[config.mk]
export PLATFORM = sky130hd
export DESIGN_NAME = nibble_serial_subtractor_flat
export DESIGN_NICKNAME = d
export VERILOG_FILES = /design/src/rtl/nibble_serial_subtractor_if.sv /design/src/rtl/nibble_serial_subtractor.sv /design/src/flat_wrapper.sv
export SDC_FILE = /design/constraint.sdc
export NUM_CORES = 1
export LEC_CHECK = 0
export ABC_AREA = 1
export BUFFER_PORTS_ARGS = -buffer_cell sky130_fd_sc_hd__buf_4
export CAP_MARGIN = 25
export CORE_ASPECT_RATIO = 1.4
export CORE_MARGIN = 4
export CORE_UTILIZATION = 58
export DETAILED_ROUTE_END_ITERATION = 8
export MAX_ROUTING_LAYER = met4
export PLACE_DENSITY = 0.89
export SYNTH_ARGS = -nofsm -noshare
export SYNTH_HDL_FRONTEND = slang
export SYNTH_SLANG_ARGS = --single-unit
[constraint.sdc]
create_clock -name clk -period 6.4 [get_ports clk]
set_input_delay 1.28 -clock clk [delete_from_list [all_inputs] [get_ports clk]]
set_output_delay 1.28 -clock clk [all_outputs]
set_load 0.01 [all_outputs]
[src/rtl/nibble_serial_subtractor_if.sv]
// Operand/result handshake bundle for the nibble-serial subtractor.
// The slave modport is the subtractor side; the master modport is the producer/consumer side.
interface nibble_serial_subtractor_if #(
  parameter int WIDTH = 16
);
  logic             in_valid;
  logic             in_ready;
  logic [WIDTH-1:0] a;
  logic [WIDTH-1:0] b;
  logic             bin;
  logic             out_valid;
  logic             out_ready;
  logic [WIDTH-1:0] diff;
  logic             bout;
  logic             overflow;

  modport slave (
    input  in_valid, a, b, bin, out_ready,
    output in_ready, out_valid, diff, bout, overflow
  );

  modport master (
    output in_valid, a, b, bin, out_ready,
    input  in_ready, out_valid, diff, bout, overflow
  );
endinterface

[src/rtl/nibble_serial_subtractor.sv]
// Serial WIDTH-bit subtractor: diff = a - b - bin, one 4-bit CLA nibble per clock.
// Subtraction is done as a + ~b + ~bin; the inter-nibble carry is the inverted borrow.
module nss_cla4 (
  input  logic [3:0] x_i,
  input  logic [3:0] y_i,
  input  logic       c0_i,
  output logic [3:0] s_o,
  output logic       c4_o
);
  logic [3:0] g, p;
  logic       c1, c2, c3;

  assign g  = x_i & y_i;
  assign p  = x_i ^ y_i;
  assign c1 = g[0] | (p[0] & c0_i);
  assign c2 = g[1] | (p[1] & g[0]) | (p[1] & p[0] & c0_i);
  assign c3 = g[2] | (p[2] & g[1]) | (p[2] & p[1] & g[0]) | (p[2] & p[1] & p[0] & c0_i);
  assign c4_o = g[3] | (p[3] & g[2]) | (p[3] & p[2] & g[1]) | (p[3] & p[2] & p[1] & g[0])
              | (p[3] & p[2] & p[1] & p[0] & c0_i);
  assign s_o = p ^ {c3, c2, c1, c0_i};
endmodule

module nibble_serial_subtractor #(
  parameter int WIDTH = 16
) (
  input logic                          clk,
  input logic                          rst_n,
  nibble_serial_subtractor_if.slave    bus
);
  localparam int NIB = WIDTH / 4;
  localparam int IW  = (NIB > 1) ? $clog2(NIB) : 1;

  typedef enum logic [1:0] {IDLE, RUN, DONE} state_e;

  state_e                 state_q, state_d;
  logic [IW-1:0]          idx_q, idx_d;
  logic                   carry_q, carry_d;
  logic [NIB-1:0][3:0]    a_q, a_d;
  logic [NIB-1:0][3:0]    nb_q, nb_d;
  logic [NIB-1:0][3:0]    diff_q, diff_d;

  logic [3:0]             nib_s;
  logic                   nib_c4;

  nss_cla4 u_cla (
    .x_i  (a_q[idx_q]),
    .y_i  (nb_q[idx_q]),
    .c0_i (carry_q),
    .s_o  (nib_s),
    .c4_o (nib_c4)
  );

  always_comb begin
    state_d = state_q;
    idx_d   = idx_q;
    carry_d = carry_q;
    a_d     = a_q;
    nb_d    = nb_q;
    diff_d  = diff_q;
    unique case (state_q)
      IDLE: if (bus.in_valid) begin
        a_d     = bus.a;
        nb_d    = ~bus.b;
        carry_d = ~bus.bin;
        idx_d   = '0;
        state_d = RUN;
      end
      RUN: begin
        diff_d[idx_q] = nib_s;
        carry_d       = nib_c4;
        idx_d         = IW'(idx_q + 1'b1);
        if (idx_q == IW'(NIB - 1)) state_d = DONE;
      end
      DONE: if (bus.out_ready) state_d = IDLE;
      default: state_d = IDLE;
    endcase
  end

  always_ff @(posedge clk or negedge rst_n) begin
    if (!rst_n) begin
      state_q <= IDLE;
      idx_q   <= '0;
      carry_q <= 1'b0;
      a_q     <= '0;
      nb_q    <= '0;
      diff_q  <= '0;
    end else begin
      state_q <= state_d;
      idx_q   <= idx_d;
      carry_q <= carry_d;
      a_q     <= a_d;
      nb_q    <= nb_d;
      diff_q  <= diff_d;
    end
  end

  // nb_q holds ~b, so "a and b signs differ" is a sign equal to nb sign.
  assign bus.in_ready  = (state_q == IDLE);
  assign bus.out_valid = (state_q == DONE);
  assign bus.diff      = diff_q;
  assign bus.bout      = (state_q == DONE) & ~carry_q;
  assign bus.overflow  = (state_q == DONE) & (a_q[NIB-1][3] == nb_q[NIB-1][3])
                         & (diff_q[NIB-1][3] != a_q[NIB-1][3]);
endmodule
[src/flat_wrapper.sv]
// flat-port wrapper written by rule: the top's interface ports become plain ports
module nibble_serial_subtractor_flat 
#(
  parameter int WIDTH = 16
)
  (clk, rst_n, bus_in_valid, bus_a, bus_b, bus_bin, bus_out_ready, bus_in_ready, bus_out_valid, bus_diff, bus_bout, bus_overflow);
  nibble_serial_subtractor_if #(.WIDTH(WIDTH)) bus_i ();
  input logic clk;
  input logic rst_n;
  input wire logic [$bits(bus_i.in_valid)-1:0] bus_in_valid;
  input wire logic [$bits(bus_i.a)-1:0] bus_a;
  input wire logic [$bits(bus_i.b)-1:0] bus_b;
  input wire logic [$bits(bus_i.bin)-1:0] bus_bin;
  input wire logic [$bits(bus_i.out_ready)-1:0] bus_out_ready;
  output wire logic [$bits(bus_i.in_ready)-1:0] bus_in_ready;
  output wire logic [$bits(bus_i.out_valid)-1:0] bus_out_valid;
  output wire logic [$bits(bus_i.diff)-1:0] bus_diff;
  output wire logic [$bits(bus_i.bout)-1:0] bus_bout;
  output wire logic [$bits(bus_i.overflow)-1:0] bus_overflow;
  assign bus_i.in_valid = bus_in_valid;
  assign bus_i.a = bus_a;
  assign bus_i.b = bus_b;
  assign bus_i.bin = bus_bin;
  assign bus_i.out_ready = bus_out_ready;
  assign bus_in_ready = bus_i.in_ready;
  assign bus_out_valid = bus_i.out_valid;
  assign bus_diff = bus_i.diff;
  assign bus_bout = bus_i.bout;
  assign bus_overflow = bus_i.overflow;
  nibble_serial_subtractor #(.WIDTH(WIDTH)) u_core (.clk(clk), .rst_n(rst_n), .bus(bus_i));
endmodule
# Word level (Yosys, flattened, before mapping)
# Index checks and enable logic that the tools add are counted.
# op_classes
addsub	1
order_cmp	2
n_bitwise	35
n_reduce_logical	6
mux	15
eq_ne	8
# ops
op	count
$and A1 B1 Y1	19
$bmux W4 S2	2
$bwmux W16	1
$not A16 Y16	1
$mux W4	3
$or A1 B1 Y1	10
$demux W4 S2	1
$mux W2	4
$xor A4 B4 Y4	2
$pmux W2 S3	1
$and A4 B4 Y4	1
$eq A2 B2 Y1 const B	2
$ne A2 B2 Y1 const B	2
$pmux W2 S2	1
$reduce_and A2 Y1	2
$lt A2 B3 Y1 const B	1
$reduce_and A3 Y1	1
$add A2 B1 Y2 const B	1
$eq A2 B1 Y1 const B	1
$ge A2 B1 Y1 const B	1
$logic_not A2 Y1	1
$ne A2 B1 Y1 const B	1
$not A1 Y1	2
$pmux W1 S2	1
5 further kinds	5
# totals
output_inout_bits	20
ff_bits	53
word_cells	82
inputBits	37

# Logic depth before layout (Yosys ltp)
# Gate-level depths: netlist of the first run.
# depth
depth_word	9
depth_mapped	13
mapped_depth_nobuf	11

# Cells and area by module
# Synthesis of the first run repeated with hierarchy kept, for this count alone.
# unflattened
hier_cells	334
hier_area_um2	2621.3
# modules_own_cells
mod	cells_each	area_each_um2	seq_area_each_um2	n_inst
nibble_serial_subtractor	303	2432.3	1326.3	1
nss_cla4	31	188.9	0.0	1

# Least setup slack after synthesis of the first run
# Ideal clock, no wire load.
# synth_timing
path_type	flip-flop to output port
start	reg u_core.state_q[1]
end	out bus_overflow
t_required_ns	5.120
t_arrival_ns	1.072
n_path_buf	0
path_slack_ns	4.048
stages_incl_launch_ff	5
cell_sequence	dfrtp_1 -> inv_1 -> nor2_1 -> inv_1 -> nor3_1
# synth_via
elab_chain_len	3
# synth_lines
item	line	rtl
start: declaration	nibble_serial_subtractor.sv:35	state_e state_q, state_d;
start signal: assignment	nibble_serial_subtractor.sv:88	state_q <= state_d;
$eq A2 B2 Y1	-	
named net bus_out_valid	flat_wrapper.sv:16	output wire logic [$bits(bus_i.out_valid)-1:0] bus_out_valid;
$and A1 B1 Y1	nibble_serial_subtractor.sv:102	assign bus.overflow = (state_q == DONE) & (a_q[NIB-1][3] == nb_q[NIB-1][3])
$and A1 B1 Y1	nibble_serial_subtractor.sv:103	& (diff_q[NIB-1][3] != a_q[NIB-1][3]);
end: declaration	flat_wrapper.sv:19	output wire logic [$bits(bus_i.overflow)-1:0] bus_overflow;
# The timed path passes the listed nets, and every way through them passes these cells.

# Worst setup path in the final report of the first run
# layout_timing
start	reg u_core.state_q[1]
end	out bus_overflow
# layout_via
elab_chain_len	3
# layout_lines
item	line
$eq A2 B2 Y1	nibble_serial_subtractor.sv:102
$and A1 B1 Y1	nibble_serial_subtractor.sv:102
$and A1 B1 Y1	nibble_serial_subtractor.sv:103
# Every way passes these cells.

==> results of run 1 <==
-- cell usage in the layout, fill, tap and decap left out, types with 2 or more instances in the layout --
cell / instances
o22ai_1: 6
a32oi_1: 2
nor2_1: 18
nor2_4: 5
inv_1: 19
nand4_1: 2
bufinv_16: 2
nand2_4: 2
nand3_1: 10
a21oi_1: 3
o21ai_0: 32
o21ai_1: 5
ha_1: 8
clkbuf_8: 5
buf_4: 56
dfrtp_1: 53
nand2_1: 115
-- registers in the layout (all words and copies together) (netlist names) --
register         cells
u_core.bus.diff     16
u_core.idx_q         2
u_core.state_q       2
u_core.nb_q         16
u_core.a_q          16
u_core.carry_q       1
-- power by group through the flow --
| stage | registers (µW) | logic, µW | clock network (µW) |
|---|---|---|---|
| 5_1_grt | 643 | 1090 | 274 |
| 6_report | 622 | 942 | 258 |
| 3_5_place_dp | 626 | 935 | 0 |
| 4_1_cts | 621 | 947 | 262 |
| 2_1_floorplan | 605 | 690 | 0 |
| 3_3_place_gp | 624 | 906 | 0 |
-- logic make-up (layout without fill, tap and decap cells) --
| group | Yosys count | count (layout) |
|---|---|---|
| AO/OA/AOI/OAI | 51 | 51 |
| XOR/XNOR | 1 | 1 |
| adder cells (fa/ha/maj) | 9 | 9 |
| buffers and inverters | 31 | 85 |
| flip-flops | 53 | 53 |
| AND/OR/NAND/NOR | 155 | 155 |
-- worst paths after layout --
check	slack, ns	cells after the start	to
setup / recovery	3.77	5	bus_overflow
hold / removal	0.49	2	u_core.a_q[1]
setup reg to reg	3.90	8	u_core.bus.diff[10]
hold reg to reg	0.49	2	u_core.a_q[1]
max in group asynchronous	4.98	1	u_core.a_q[11]
min in group asynchronous	0.98	1	u_core.state_q[1]
-- worst max-delay path, stage by stage, from the launching register on --
cell and delay (ns):
dfrtp_1 0.40, inv_1 0.10, nor2_1 0.13, inv_1 0.09
nor3_1 0.19, buf_4 0.15
-- per-layer routing --
layer	vias up	routed length, µm	global-route usage
li1	1065	-	-
met2	55	2670	0.373
met1	958	2080	0.250
met5	-	0	-
met3	9	250	0.0402
met4	0	106	0.0806
-- area by class of cell --
cell class,count,area (µm²),area share
clock inverter,3,65.1,0.0210
clock buffer,5,68.8,0.0222
inverter,21,81.3,0.0262
sequential,53,1330,0.428
timing repair buffer,56,420,0.136
tap,60,75.1,0.0242
multi-input combinational,216,1060,0.343
-- per-stage QoR --
stage                     cell area (µm²)  hold WS (ns)  worst slack, ns  power [µW]
final                                3100         0.488             3.77        1820
after global placement               2970         0.462             4.06        1530
after CTS                            3100         0.489             3.75        1830
after floorplan                      2540         0.444             4.05        1290
after global routing                 3100         0.518             3.65        2000
after detailed placement             2970         0.462             3.98        1560
==> reports/qor.csv, run 1 <==
metric,value,unit
RSZ-0062 raised after global routing,false,
DP HPWL,3760,µm
Max Root-Sink Buffers,2,
post-cts sizing count,0,
post-synthesis sequential area ratio,0.523,
outcome,finished clean,
Buffers on Ports,56,
Placed Cells,406,
RR Startpoint,u_core.idx_q[0],
mux cell area share after synthesis,0,
"top cells by count, synth","nand2_1 (115), dfrtp_1 (53), o21ai_0 (32)",
Syn Area/Cell,8.46,µm²
CP Launch Type,flop,
FP Rows,28,
Yosys warning count,0,
vias per inst,5.04,
Synth area leaders,"dfrtp_1 (52%), nand2_1 (17%), o21ai_0 (6.3%)",
Max Cap Viol,0,
pwr/cell area,587,mW/mm²
XOR/XNOR share of the synthesized area,0.00345,
leak pwr,0.00162,µW
setup TNS,0,ns
Synth Flop Type,dfrtp_1,
CP required,5.12,ns
CP Data Arrival Time,1.35,ns
Hold Crit Start,u_core.a_q[1],
Layout Cells excl Fill,414,
crit share post-route,0.411,
die area,0.00551,mm²
"Core Util, Final",0.732,
largest family of logic cells by synthesized area,simple AND/OR/NAND/NOR gates,
share of layout cells above drive strength 1,0.212,
Worst Skew,0.00620,ns
Post-Syn Instances,300,
Yosys top cell area share,0.523,
leading area contributor after synthesis,dfrtp_1,
root buf cell,clkbuf_8,
first-pass GRT wire length,9140,µm
Int Power,1020,µW
chip height,86.3,µm
H-tree levels,2,
asr flop ratio synth,1.00,
number of flops mapped to enable cells by yosys,0,
adder-cell share of the synthesized area,0.0473,
# nets final,399,
cts bufs inserted,5,
register bit total from synthesis,53,
Final Routed Wirelength,5110,µm
Synth Area in Compound Gates,0.109,
die width,63.9,µm
Final GP Congestion,0.884,
max frequency,0.380,GHz
Post-CTS Hold Buffers,0,
# setup viols final,0,
DR vias,2087,
vias in the first global route,2049,
Starting Density,0.599,
Post-Synthesis Cell Area,0.00254,mm²
simple-gate share of the synthesized area,0.259,
switching part of the total,0.439,
Comb pwr share,0.517,
critical path type,reg -> out,
Worst Path Max Fanout,3,
Worst-path clk slew,0.09,ns
Tightest Pin Transition,0.628,ns
CTS tree,built,
count of different cell masters after synthesis,28,
clock latency on the worst-skew pair,0.30,ns
Post-CTS Setup Repair Bufs,0,
Mapped Nets,346,
gr ovfl total,0,
fillers,335,
Hold Path Class,reg -> reg,
Max VDD drop,249,µV
I/O Pins,57,
Final ANT Viol Nets,0,
Total GRT Usage,0.216,
Psw,800,µW
"count leader, synth",nand2_1,
# DRC,0,
Flop pwr share,0.342,
drt wl/cell,12.3,µm
area delta synth->final,22.2,%
Clk pwr share,0.142,
core area,0.00424,mm²
crit end category,output port,
min Tclk post-route,2.63,ns
number of diodes,0,
final hold viol count,0,
clock tree sinks,53,
initial antenna violation count,0,
largest net degree at the start of global routing,54,
Pre-antenna DRT Iters,4,
number of DRC markers in iteration 0,91,
max-slew violation count,0,
Slew HR,0.581,
crit path from,u_core.state_q[1],
(Power assumes the default switching activity.)
==> run 2: changes to the inputs <==
--- a/config.mk
+++ b/config.mk
@@ -5,15 +5,15 @@
 export SDC_FILE = /design/constraint.sdc
 export NUM_CORES = 1
 export LEC_CHECK = 0
-export ABC_AREA = 1
+export ABC_AREA = 0
 export BUFFER_PORTS_ARGS = -buffer_cell sky130_fd_sc_hd__buf_4
 export CAP_MARGIN = 25
 export CORE_ASPECT_RATIO = 1.4
 export CORE_MARGIN = 4
-export CORE_UTILIZATION = 58
+export CORE_UTILIZATION = 54
 export DETAILED_ROUTE_END_ITERATION = 8
 export MAX_ROUTING_LAYER = met4
-export PLACE_DENSITY = 0.89
+export PLACE_DENSITY = 0.83
 export SYNTH_ARGS = -nofsm -noshare
 export SYNTH_HDL_FRONTEND = slang
 export SYNTH_SLANG_ARGS = --single-unit
==> constraint.sdc (replaced) <==
create_clock -name clk -period 2.65 [get_ports clk]
set_input_delay 0.53 -clock clk [delete_from_list [all_inputs] [get_ports clk]]
set_output_delay 0.53 -clock clk [all_outputs]
set_load 0.01 [all_outputs]
==> run 2 against run 1 <==
  * Worst hold slack worse by 0.25 ns
  * Power up 140%
  * Critical path depth up 1
  * Clock skew up 0.0021 ns
  * Sequential power up 140%
  * Worst setup slack worse by 3.5 ns
  * Register-to-register slack worse by 3.6 ns
  * Via count down 12%
  * Combinational power rose to 2.5 times the previous value
  * Non-clock buffer count up 3
  * Routed wire length about the same
  * Critical endpoint is now u_core.bus.diff[15]
  * Largest cell class unchanged
==> reports/qor.csv, run 2 <==
metric,value,unit,change
outcome,finished clean,,
Worst Path Max Fanout,8,,+5
number of DRC markers in iteration 0,75,,-18%
setup TNS,0,ns,unchanged
Syn Area/Cell,12.4,µm²,+46%
cts bufs inserted,5,,unchanged
Final GP Congestion,0.806,,-8.8%
count of different cell masters after synthesis,35,,+25%
DP HPWL,3760,µm,about the same
core area,0.00461,mm²,+8.7%
critical path type,reg -> reg,,
Yosys top cell area share,0.504,,-0.0189
# setup viols final,0,,unchanged
area delta synth->final,20.5,%,
leading area contributor after synthesis,dfrtp_1,,
clock tree sinks,53,,unchanged
R2R Setup Slk,0.30,ns,-3.60 ns
max-slew violation count,0,,unchanged
Max VDD drop,665,µV,+170%
Worst path slowest cell,mux4_2,,
Buffers on Ports,56,,unchanged
Tightest Pin Transition,0.702,ns,+0.0735 ns
Synth Flop Type,dfrtp_1,,
"top cells by count, synth","dfrtp_1 (53), nand2_1 (31), mux2_4 (16), o21ai_0 (16), nor2_1 (9)",,
Yosys warning count,0,,unchanged
"commonest non-fill, non-tap cell in the layout",buf_4,,
CP Launch Type,flop,,
CP required,2.90,ns,-2.22 ns
initial antenna violation count,0,,unchanged
vias in the first global route,1877,,-8.4%
leak pwr,0.00157,µW,-2.9%
register bit total from synthesis,53,,unchanged
Total GRT Usage,0.197,,-0.0193
final hold viol count,0,,unchanged
max incr delay on CP,0.52,ns,+0.12 ns
Hold Path Class,in -> async,,
RSZ-0062 raised after global routing,false,,
min Tclk post-route,2.35,ns,
"count leader, synth",dfrtp_1,,
crit share post-route,0.888,,
Post-CTS Hold Buffers,0,,unchanged
gr ovfl total,0,,unchanged
Worst-path clk slew,0.09,ns,about the same
first-pass GRT wire length,8980,µm,-1.7%
share of layout cells above drive strength 1,0.389,,+0.177
max frequency,0.425,GHz,
asr flop ratio synth,1.00,,unchanged
largest net degree at the start of global routing,54,,unchanged
CTS tree,built,,
clock latency on the worst-skew pair,0.31,ns,about the same
DR vias,1840,,-12%
crit end category,flop,,
pwr/cell area,1380,mW/mm²,+130%
Final ANT Viol Nets,0,,unchanged
Slew HR,0.532,,-0.0490
Layout Cells excl Fill,332,,-20%
FP Rows,29,,+3.6%
Placed Cells,324,,-20%
worst path cell trace,buf_4 -> mux4_2 -> ha_1 -> nor2b_1 -> o2111ai_1 -> nand3_1,,
Final Routed Wirelength,5110,µm,about the same
Starting Density,0.571,,-0.0273
Max Cap Viol,0,,unchanged
buffer and inverter count on the worst path,1,,-2
CP Data Arrival Time,2.60,ns,+1.25 ns
Max Root-Sink Buffers,2,,unchanged
Worst Skew,0.00828,ns,+0.00208 ns
drt wl/cell,15.4,µm,+25%
post-synthesis sequential area ratio,0.504,,-0.0189
chip height,90.6,µm,+5.0%
Mapped Nets,259,,-25%
# nets final,315,,-21%
Post-Synthesis Cell Area,0.00263,mm²,+3.7%
Pre-antenna DRT Iters,4,,unchanged
"CP delay by family, top",multiplexers,,
Synth area leaders,"dfrtp_1 (50%), mux2_4 (9.1%), mux4_2 (6.8%)",,
die width,67.0,µm,+4.9%
number of diodes,0,,unchanged
vias per inst,5.54,,+9.9%
H-tree levels,2,,unchanged
number of flops mapped to enable cells by yosys,0,,unchanged
I/O Pins,57,,unchanged
# DRC,0,,unchanged
die area,0.00607,mm²,+10%
most frequent cells in the layout,"buf_4 (59), dfrtp_1 (53), nand2_1 (31)",,
Post-Syn Instances,213,,-29%
root buf cell,clkbuf_8,,
## run 2: changes by cell type in the layout (fill, tap and decap cells not counted), moves of 7 or more
cell	change
inv_1	-12
mux2_4	+16
mux4_2	+8
nand2_1	-84
nor2_1	-9
o21ai_0	-16
o21ai_2	+7
## run 2: logic make-up after synthesis
logic type	Yosys count	synth area share
xor gates and xnor gates	1	0.00333
AOI/OAI and AO/OA	44	0.110
adders and majority gates	9	0.0456
and+or+nand+nor	61	0.122
muxes	28	0.175
DFF	53	0.504
buffers and inverters	17	0.0409
## run 2: final timing paths
kind,start,end,depth (start not counted)
max in group asynchronous,rst_n,u_core.a_q[13],1
setup reg to reg,u_core.idx_q[0],u_core.bus.diff[15],6
hold / removal,rst_n,u_core.nb_q[15],1
min in group clk,bus_b[6],u_core.nb_q[6],2
setup / recovery,u_core.idx_q[0],u_core.bus.diff[15],6
hold reg to reg,u_core.bus.diff[6],u_core.bus.diff[6],2
## run 2: report_power, final
part           internal [µW]  total (µW)  switching [µW]  leakage [µW]
logic                   1180        2390            1210      0.000869
clock network            212         474             262     0.0000512
registers               1210        1510             302      0.000648
## run 2: cell type report
type | count | area (µm²)
fillers | 360 | 1440
well taps | 62 | 77.6
repair buffers | 59 | 443
clock buffers | 6 | 82.6
multi-input cells | 143 | 1200
inverters | 7 | 26.3
flip-flops and latches | 53 | 1330
clock inverters | 2 | 13.8
## run 2: timing repair
action                                  CTS  global route
resized for setup                         0             1
setup buffers                             0             0
hold endpoints to repair                  0             0
endpoints found under the setup margin    0             5
## run 2: metal layers
metal	part of all wire	global-route usage	wire length, µm	vias up
li1	-	-	-	871
met1	0.41	0.254	2120	893
met2	0.51	0.307	2620	63
met3	0.046	0.0324	237	13
met4	0.027	0.0778	140	0
met5	0	-	0	-
## run 2: stage by stage
step                      power, µW  setup slack (ns)  instance area (µm²)  hold slack, ns  utilization
after CTS                      4390             0.148                 3170           0.262        0.687
after floorplan                3240             0.255                 2630           0.234            -
after global routing           4770             0.144                 3170           0.288        0.688
after detailed placement       3900             0.188                 3070           0.466        0.667
after global placement         3780             0.295                 3070           0.458        0.667
final                          4380             0.296                 3170           0.236        0.688
